<file path="src/rtl/tcbm_handshake_ctrl.sv">
// -----------------------------------------------------------------------------
// tcbm_handshake_ctrl
//
// Device-side TCBM (1551-style) byte-transfer sequencer. Emulates the 6523
// port lines seen by the host: data on port A, status on port B[1:0] and the
// DAV/ACK handshake on port C[7:6]. A transfer starts with a code byte from
// the host, followed by one data byte moved host->device (0x81/0x83) or
// device->host (0x82, or status only for 0x84). The device side sees plain
// valid/ready byte streams.
//
// Handshake semantics (both device-side streams):
//   rx: a byte is transferred on every rising clock edge where
//       rx_valid=1 and rx_ready=1. rx_valid/rx_data/rx_is_cmd hold steady
//       until that edge; rx_ready may change freely.
//   tx: tx_data/tx_status are held by the device side while tx_valid=1; they
//       are sampled when the host has asked for a byte, and the byte is
//       popped by a single-cycle tx_ready pulse after the host releases DAV.
//
// Ports:
//   clock, reset       rising-edge clock, synchronous active-high reset
//   tcbm_data_in       port A as driven by the host
//   tcbm_data_out/_oe  port A value and enable driven by the device
//   dav_in             host DAV (active-low, asynchronous to clock)
//   ack_out            device ACK (active-low)
//   status_out         port B[1:0] status to the host
//   rx_*               received byte stream (towards the device)
//   tx_*               byte stream to send to the host
//   busy               sequencer not in IDLE
//   err                one-cycle pulse on a bad code or handshake timeout
//
// Build option:
//   TCBM_TIMEOUT_EN    when defined, every wait on a host DAV edge is bounded
//                      by TIMEOUT_MAX cycles; the transfer is aborted with
//                      status 2'b10. Undefined: the block waits forever.
// -----------------------------------------------------------------------------
module tcbm_handshake_ctrl #(
   parameter int unsigned          TIMEOUT_W   = 16,
   parameter logic [TIMEOUT_W-1:0] TIMEOUT_MAX = 16'hFFFF
) (
   input  logic       clock,
   input  logic       reset,
   input  logic [7:0] tcbm_data_in,
   output logic [7:0] tcbm_data_out,
   output logic       tcbm_data_oe,
   input  logic       dav_in,
   output logic       ack_out,
   output logic [1:0] status_out,
   output logic [7:0] rx_data,
   output logic       rx_is_cmd,
   output logic       rx_valid,
   input  logic       rx_ready,
   input  logic [7:0] tx_data,
   input  logic [1:0] tx_status,
   input  logic       tx_valid,
   output logic       tx_ready,
   output logic       busy,
   output logic       err
);

   typedef enum logic [2:0] {
      IDLE     = 3'd0,
      CODE_REL = 3'd1,
      W_WAIT   = 3'd2,
      W_PUSH   = 3'd3,
      W_REL    = 3'd4,
      R_WAIT   = 3'd5,
      R_ACK    = 3'd6,
      R_REL    = 3'd7
   } state_t;

   state_t     state_q;
   logic       dav_meta_q;
   logic       dav_s_q;
   logic [7:0] code_q;
   logic       stat_only_q;   // 0x84: status-only read, no tx pop
   logic       ack_q;
   logic       oe_q;
   logic [7:0] dout_q;
   logic [1:0] status_q;
   logic [7:0] rx_data_q;
   logic       rx_cmd_q;
   logic       rx_valid_q;
   logic       tx_ready_q;
   logic       err_q;
   logic       tmo_hit;

   // Two-flop synchronizer for the asynchronous DAV pin. Reset to the
   // released (high) level so a reset never looks like a DAV assertion.
   always_ff @(posedge clock) begin
      if (reset) begin
         dav_meta_q <= 1'b1;
         dav_s_q    <= 1'b1;
      end else begin
         dav_meta_q <= dav_in;
         dav_s_q    <= dav_meta_q;
      end
   end

`ifdef TCBM_TIMEOUT_EN
   logic [TIMEOUT_W-1:0] tmo_q;
   logic                 waiting;

   // Asserted only while the awaited DAV edge has not yet arrived. A state
   // is always left on a cycle where waiting is low, so clearing the counter
   // whenever waiting is low also clears it on every state change.
   always_comb begin
      waiting = 1'b0;
      case (state_q)
         CODE_REL: waiting = ~dav_s_q;
         W_WAIT:   waiting =  dav_s_q;
         W_REL:    waiting = ~dav_s_q;
         R_WAIT:   waiting =  dav_s_q;   // waiting on tx_valid never times out
         R_REL:    waiting = ~dav_s_q;
         default:  waiting = 1'b0;
      endcase
   end

   assign tmo_hit = waiting && (tmo_q == TIMEOUT_MAX);

   always_ff @(posedge clock) begin
      if (reset || !waiting || tmo_hit) begin
         tmo_q <= '0;
      end else begin
         tmo_q <= tmo_q + 1'b1;
      end
   end
`else
   logic unused_tmo;
   assign unused_tmo = ^{1'b0, TIMEOUT_MAX};
   assign tmo_hit    = 1'b0;
`endif

   // Sequencer. All port-facing outputs are registered here.
   always_ff @(posedge clock) begin
      if (reset) begin
         state_q     <= IDLE;
         code_q      <= 8'h00;
         stat_only_q <= 1'b0;
         ack_q       <= 1'b1;
         oe_q        <= 1'b0;
         dout_q      <= 8'h00;
         status_q    <= 2'b00;
         rx_data_q   <= 8'h00;
         rx_cmd_q    <= 1'b0;
         rx_valid_q  <= 1'b0;
         tx_ready_q  <= 1'b0;
         err_q       <= 1'b0;
      end else begin
         err_q      <= 1'b0;
         tx_ready_q <= 1'b0;
         if (tmo_hit) begin
            err_q      <= 1'b1;
            ack_q      <= 1'b1;
            oe_q       <= 1'b0;
            rx_valid_q <= 1'b0;
            status_q   <= 2'b10;
            state_q    <= IDLE;
         end else begin
            case (state_q)
               IDLE: begin
                  if (!dav_s_q) begin
                     code_q  <= tcbm_data_in;
                     ack_q   <= 1'b0;
                     state_q <= CODE_REL;
                  end
               end
               CODE_REL: begin
                  if (dav_s_q) begin
                     ack_q <= 1'b1;
                     case (code_q)
                        8'h81: begin rx_cmd_q <= 1'b0; state_q <= W_WAIT; end
                        8'h83: begin rx_cmd_q <= 1'b1; state_q <= W_WAIT; end
                        8'h82: begin stat_only_q <= 1'b0; state_q <= R_WAIT; end
                        8'h84: begin stat_only_q <= 1'b1; state_q <= R_WAIT; end
                        default: begin
                           err_q    <= 1'b1;
                           status_q <= 2'b11;
                           state_q  <= IDLE;
                        end
                     endcase
                  end
               end
               W_WAIT: begin
                  if (!dav_s_q) begin
                     rx_data_q  <= tcbm_data_in;
                     rx_valid_q <= 1'b1;
                     state_q    <= W_PUSH;
                  end
               end
               W_PUSH: begin
                  // ACK is withheld until the byte is taken: host flow control.
                  if (rx_ready) begin
                     rx_valid_q <= 1'b0;
                     ack_q      <= 1'b0;
                     state_q    <= W_REL;
                  end
               end
               W_REL: begin
                  if (dav_s_q) begin
                     ack_q    <= 1'b1;
                     status_q <= 2'b00;
                     state_q  <= IDLE;
                  end
               end
               R_WAIT: begin
                  if (!dav_s_q) begin
                     if (stat_only_q) begin
                        dout_q   <= 8'h00;
                        oe_q     <= 1'b1;
                        status_q <= tx_status;
                        state_q  <= R_ACK;
                     end else if (tx_valid) begin
                        dout_q   <= tx_data;
                        oe_q     <= 1'b1;
                        status_q <= tx_status;
                        state_q  <= R_ACK;
                     end
                  end
               end
               R_ACK: begin
                  // One cycle of data setup on port A before ACK falls.
                  ack_q   <= 1'b0;
                  state_q <= R_REL;
               end
               R_REL: begin
                  if (dav_s_q) begin
                     ack_q      <= 1'b1;
                     oe_q       <= 1'b0;
                     tx_ready_q <= ~stat_only_q;
                     state_q    <= IDLE;
                  end
               end
               default: state_q <= IDLE;
            endcase
         end
      end
   end

   assign tcbm_data_out = dout_q;
   assign tcbm_data_oe  = oe_q;
   assign ack_out       = ack_q;
   assign status_out    = status_q;
   assign rx_data       = rx_data_q;
   assign rx_is_cmd     = rx_cmd_q;
   assign rx_valid      = rx_valid_q;
   assign tx_ready      = tx_ready_q;
   assign err           = err_q;
   assign busy          = (state_q != IDLE);

endmodule

</file>
<file path="config.mk">
export PLATFORM = sky130hd
export DESIGN_NAME = tcbm_handshake_ctrl
export DESIGN_NICKNAME = d
export VERILOG_FILES = /design/src/rtl/tcbm_handshake_ctrl.sv
export SDC_FILE = /design/constraint.sdc
export NUM_CORES = 1
export LEC_CHECK = 0
export CAP_MARGIN = 20
export CORE_AREA = 4 4 76 78
export DETAILED_ROUTE_END_ITERATION = 10
export DIE_AREA = 0 0 80 82
export SLEW_MARGIN = 20
export SYNTH_ARGS = -nofsm -noshare
export SYNTH_HDL_FRONTEND = slang
export SYNTH_SLANG_ARGS = --single-unit
export TNS_END_PERCENT = 50
</file>
<file path="constraint.sdc">
create_clock -name clock -period 2.2 [get_ports clock]
set_input_delay 0.44 -clock clock [delete_from_list [all_inputs] [get_ports clock]]
set_output_delay 0.44 -clock clock [all_outputs]
set_load 0.05 [all_outputs]
</file>
==> run summary, run 1 <==
WP buf/inv = 1
Vias in the first global route = 1,437
Hold buffer count at cts = 0
Switching power = 0.324 mW
Die Width = 80 µm
Final Hold Slack = 0.410 ns
Skew final = 0.00480 ns
Syn Std Cell Area = 1720 µm²
Unrepaired setup endpoints after global routing = false
CP max FO = 5
Netlist cell types = 37
Final Setup Violations = 0
Post-synthesis mux area share = 0.0639
Power Density = 567 nW/µm²
Rows = 26
Worst Setup End Kind = output port
Top FF cell, synth = dfxtp_1
Complex-gate fraction of the synthesized area = 0.160
Worst-margin pin slew = 0.514 ns
Yosys top cell area share = 0.441
GR Util All Layers = 0.134
Top cell type by total area after synthesis = dfxtp_1
CP max stage cell = clkdlybuf4s50_1
Area contributors post-synth = dfxtp_1 (44%), nand2_1 (7.2%), a21oi_1 (7.0%)
Ant. Diodes = 0
Final wirelength = 4.14 mm
Share of layout cells above drive strength 1 = 0.107
Core Area = 5070 µm²
Worst-path clk slew = 0.08 ns
Highest ir drop seen on vdd = 0.293 mV
Die Height = 82 µm
Sequential share of the synthesized area = 0.441
Post-DP HPWL = 2.92 mm
Longest Clk Path Bufs = 2
CP Launch Type = register
Largest net degree at the start of global routing = 30
Clock group share of total power = 0.364
Number of CTS-inserted buffers = 5
Post-synth EDFFs = 0
Arrival time at the worst endpoint = 1.49 ns
Crit path cell chain = clkdlybuf4s50_1
Syn_area_per_cell = 8.54 µm²
Boundary Pins = 48
Post-Synthesis Cells = 202
Seq pwr share = 0.526
CTS tree = done
Setup TNS = 0 ns
Setup ws final = 0.266 ns
Remaining Overflow, GRT = 0
PortBufs = 47
Simple-gate share of the synthesized area = 0.280
Rel. slew slack = 0.656
First-pass GRT wire length = 6.91 mm
Via/cell ratio = 4.73
Final GP Congestion = 0.779
F_max = 517 MHz
Final Cycle Share = 0.879
Cell-internal power = 1.03 mW
CP Class = register to output port
Maxcap violations = 0
Post-place setup slack = 0.376 ns
Sink Count = 38
Slew Limit Fails = 0
Post CTS Setup Buffer Count = 0
Crit-path leading delay family = buffers and inverters
Via count = 1,527
CTS resizes = 0
Fill count = 545
Synth Area in Adders = 0
Area grow syn2layout = 38.8%
Largest stage delay on the critical path = 0.82 ns
Design area = 2390 µm²
Hold WC Path Type = register to register
Drt initial violations = 75
Comb pwr share = 0.110
Yosys warns = 0
Xor-xnor portion of the synthesized cell area = 0.0102
#FFs+latches synth = 38
Worst-Skew Late Latency = 0.29 ns
Leak = 0.802 nW
Drt wl/cell = 12.8 µm
Period minus WS final = 1.93 ns
Status = completed
H-tree depth = 2
Final layout net count = 275
Die ar. = 6560 µm²
Cell with the most instances after synthesis = dfxtp_1
Initial Utilization = 0.340
Placement Cell Area = 2300 µm²
Drt first pass iters = 4
CTS root buf = clkbuf_8
Initial antenna violation count = 0
Final hold viol count = 0
Main combinational cell family by area after synthesis = simple AND/OR/NAND/NOR gates
Commonest cells post-synth = dfxtp_1 (38), nand2_1 (33), a21oi_1 (24), nor2_1 (18), mux2i_1 (11)
Worst path required time = 1.76 ns
Mapped Nets = 225
Sw frac = 0.239
Remaining antenna violation count = 0
Asr flop ratio synth = 0
Drc violations = 0
[placed cells by master (no fill, tap or decap), types with 4 or more instances in the layout]
master,n
buf_4,10
o21ai_0,8
dfxtp_1,38
clkbuf_8,6
clkdlybuf4s50_1,46
a31oi_1,4
mux2i_1,11
nand3b_1,10
nand2_1,33
nor2_1,18
nand2b_1,5
a21oi_1,24
[power by group through the flow]
stage                     registers [mW]  clock network, mW  logic [mW]
after floorplan                    0.739                  0      0.0652
after global placement             0.729                  0       0.149
after detailed placement           0.730                  0       0.150
after CTS                          0.713              0.515       0.150
after global routing               0.716              0.549       0.160
final                              0.713              0.494       0.149
[sequential cells by signal, summed over array words and instances, names as in the netlist]
register	cells
tx_ready	1
tcbm_data_out	8
tcbm_data_oe	1
stat_only_q	1
dav_s_q	1
code_q	8
status_out	2
ack_out	1
rx_valid	1
rx_data	8
dav_meta_q	1
err	1
rx_is_cmd	1
state_q	3
[per-layer routing]
layer | up-vias | global-route usage | share of wire
met5 | - | 0 | 0
met4 | 0 | 0.0405 | 0.012
met3 | 6 | 0.0504 | 0.072
met2 | 42 | 0.204 | 0.45
met1 | 686 | 0.177 | 0.47
li1 | 793 | - | -
[area by class of cell]
| type | count | area, µm² | area share |
|---|---|---|---|
| repair buffers | 57 | 556 | 0.232 |
| clock buffers | 7 | 86.3 | 0.0361 |
| flip-flops and latches | 38 | 761 | 0.318 |
| clock inverters | 1 | 5.00 | 0.00209 |
| inverters | 3 | 11.3 | 0.00470 |
| multi-input cells | 147 | 887 | 0.371 |
| well taps | 70 | 87.6 | 0.0366 |
[cell families (layout without fill, tap and decap cells)]
group	count (synthesis)	count (layout)
compound gates	46	46
xor+xnor	2	2
buf+inv	17	68
flops	38	38
mux	11	11
simple gates	88	88
[stage by stage]
stage,cells,power (mW),utilization
floorplan,202,0.804,-
global route,323,1.43,0.472
CTS,323,1.38,0.472
finish,323,1.36,0.472
detailed placement,315,0.879,0.454
global placement,315,0.878,0.454
[worst paths after layout]
path	start	endpoint	slack, ns	cells after the start
max	ack_out$_SDFFE_PP1P_	ack_out	0.27	1
max reg2reg	state_q[2]$_SDFFE_PP0P_	state_q[1]$_SDFFE_PP0P_	0.50	3
min reg2reg	dav_meta_q$_SDFF_PP1_	dav_s_q$_SDFF_PP1_	0.41	1
min	dav_meta_q$_SDFF_PP1_	dav_s_q$_SDFF_PP1_	0.41	1
(Power assumes the default switching activity.)
==> run 2: changes to the inputs <==
--- a/config.mk
+++ b/config.mk
@@ -9,6 +9,7 @@
 export CORE_AREA = 4 4 76 78
 export DETAILED_ROUTE_END_ITERATION = 10
 export DIE_AREA = 0 0 80 82
+export REMOVE_ABC_BUFFERS = 1
 export SLEW_MARGIN = 20
 export SYNTH_ARGS = -nofsm -noshare
 export SYNTH_HDL_FRONTEND = slang
==> run summary, run 2 (same netlist as run 1, synthesis figures left out) <==
Vias in the first global route = 1,464 (+1.9%)
Final wirelength = 4.06 mm (-1.9%)
Highest ir drop seen on vdd = 0.327 mV (+11%)
Drt initial violations = 102 (+36%)
Hold WC Path Type = register to register
Final Non-Filler Cells = 321 (-0.62%)
Sink Count = 38 (unchanged)
Largest net degree at the start of global routing = 25 (-17%)
Worst-margin pin slew = 0.559 ns (+0.0448 ns)
Initial Utilization = 0.340 (unchanged)
Number of CTS-inserted buffers = 5 (unchanged)
Most frequent cells in the layout = clkdlybuf4s50_1 (46), dfxtp_1 (38), nand2_1 (33)
Arrival time at the worst endpoint = 1.51 ns (+0.02 ns)
Longest Clk Path Bufs = 2 (unchanged)
Area grow syn2layout = 37.7%
Die Height = 82 µm (unchanged)
Die Width = 80 µm (unchanged)
Drc violations = 0 (unchanged)
Final GP Congestion = 0.725 (-7.0%)
Setup TNS = 0 ns (unchanged)
Worst R2R Start = state_q[2]$_SDFFE_PP0P_
Post CTS Setup Buffer Count = 0 (unchanged)
Worst-Skew Late Latency = 0.29 ns (about the same)
Via/cell ratio = 4.81 (+1.8%)
Worst Setup End Kind = output port
Post-DP HPWL = 2.96 mm (+1.3%)
Remaining Overflow, GRT = 0 (unchanged)
CP Launch Type = register
Met3 Wirelength = 263 µm (-12%)
Initial antenna violation count = 0 (unchanged)
Placed Instances = 314 (-0.32%)
Share of layout cells above drive strength 1 = 0.104 (-0.00313)
Via count = 1,545 (+1.2%)
Boundary Pins = 48 (unchanged)
Worst r2r path cells = 3 (unchanged)
Final core occ = 0.468 (-0.00394)
F_max = 514 MHz (-0.67%)
Hold Path Sink = dav_s_q$_SDFF_PP1_
Critical R2R Capture = state_q[1]$_SDFFE_PP0P_
CP Class = register to output port
Crit path cell chain = clkdlybuf4s50_1
Skew final = 0.00414 ns (-0.000661 ns)
Leak = 0.795 nW (-0.97%)
CP max stage cell = clkdlybuf4s50_1
Number of cells on the worst hold path = 1 (unchanged)
Power Density = 555 nW/µm² (-2.1%)
Worst path required time = 1.76 ns (about the same)
Remaining antenna violation count = 0 (unchanged)
First-pass GRT wire length = 6.86 mm (-0.70%)
Die ar. = 6560 µm² (unchanged)
Ant. Diodes = 0 (unchanged)
Commonest non-fill, non-tap cell in the layout = clkdlybuf4s50_1
GR Util All Layers = 0.132 (-0.00213)
Rows = 26 (unchanged)
R2R Setup Slk = 0.39 ns (-0.11 ns)
Drt first pass iters = 4 (unchanged)
Largest stage delay on the critical path = 0.83 ns (about the same)
Worst-path clk slew = 0.07 ns (about the same)
Slew Limit Fails = 0 (unchanged)
PortBufs = 47 (unchanged)
Maxcap violations = 0 (unchanged)
CTS resizes = 0 (unchanged)
CTS root buf = clkbuf_8
Hold buffer count at cts = 0 (unchanged)
Final Cycle Share = 0.885 (+0.00593)
Final layout net count = 274 (-0.36%)
Drt wl/cell = 12.6 µm (-1.3%)
Final Setup Violations = 0 (unchanged)
Met1 WL = 1.99 mm (+2.6%)
CP max FO = 5 (unchanged)
Metal2 WL = 1.76 mm (-4.4%)
H-tree depth = 2 (unchanged)
Status = completed
Period minus WS final = 1.95 ns (+0.0130 ns)
WP buf/inv = 1 (unchanged)
Final hold viol count = 0 (unchanged)
CTS tree = done
Min-delay src = dav_meta_q$_SDFF_PP1_
Top layer in use = met4
Unrepaired setup endpoints after global routing = false
Crit-path leading delay family = buffers and inverters
Rel. slew slack = 0.627 (-0.0293)
Core Area = 5070 µm² (unchanged)
[run 2: cell count changes in the layout (fill, tap and decap cells not counted), sizes merged]
cell    previous run  this run
buf               11        10
clkbuf             7         5
clkinv             1         2
[run 2: power by group]
| group | leakage (nW) | total [mW] | switching [mW] | internal, mW |
|---|---|---|---|---|
| logic | 0.443 | 0.148 | 0.0697 | 0.0785 |
| clock network | 0.0438 | 0.455 | 0.242 | 0.213 |
| registers | 0.308 | 0.714 | 0.0141 | 0.700 |
[run 2: metrics by stage]
| stage | power [mW] | hold slack, ns | instance area (µm²) | setup WS (ns) |
|---|---|---|---|---|
| global placement | 0.878 | 0.393 | 2290 | 0.414 |
| floorplan | 0.794 | 0.389 | 1660 | 0.426 |
| CTS | 1.34 | 0.416 | 2370 | 0.240 |
| global route | 1.39 | 0.438 | 2370 | 0.152 |
| detailed placement | 0.879 | 0.398 | 2290 | 0.349 |
| finish | 1.32 | 0.415 | 2370 | 0.253 |
[run 2: worst max-delay path by stage]
stage / startpoint / end / slack (ns) / depth (start not counted)
2_1_floorplan: state_q[2]$_SDFFE_PP0P_ / state_q[0]$_SDFFE_PP0P_ / 0.43 / 4
3_3_place_gp: tx_valid / state_q[1]$_SDFFE_PP0P_ / 0.41 / 4
3_5_place_dp: state_q[2]$_SDFFE_PP0P_ / state_q[1]$_SDFFE_PP0P_ / 0.35 / 3
4_1_cts: ack_out$_SDFFE_PP1P_ / ack_out / 0.24 / 1
5_1_grt: state_q[2]$_SDFFE_PP0P_ / state_q[1]$_SDFFE_PP0P_ / 0.15 / 3
6_report: ack_out$_SDFFE_PP1P_ / ack_out / 0.25 / 1
[run 2: routing by layer]
| layer | vias up | GRT usage |
|---|---|---|
| li1 | 794 | - |
| met1 | 707 | 0.173 |
| met2 | 39 | 0.207 |
| met3 | 5 | 0.0428 |
| met4 | 0 | 0.0405 |
| met5 | - | 0 |
[run 2: cell type report]
| class | count | area [µm²] |
|---|---|---|
| fillers | 522 | 2700 |
| multi-input cells | 147 | 887 |
| flip-flops and latches | 38 | 761 |
| repair buffers | 56 | 548 |
| well taps | 70 | 87.6 |
| clock buffers | 5 | 68.8 |
| inverters | 3 | 11.3 |
| clock inverters | 2 | 10.0 |
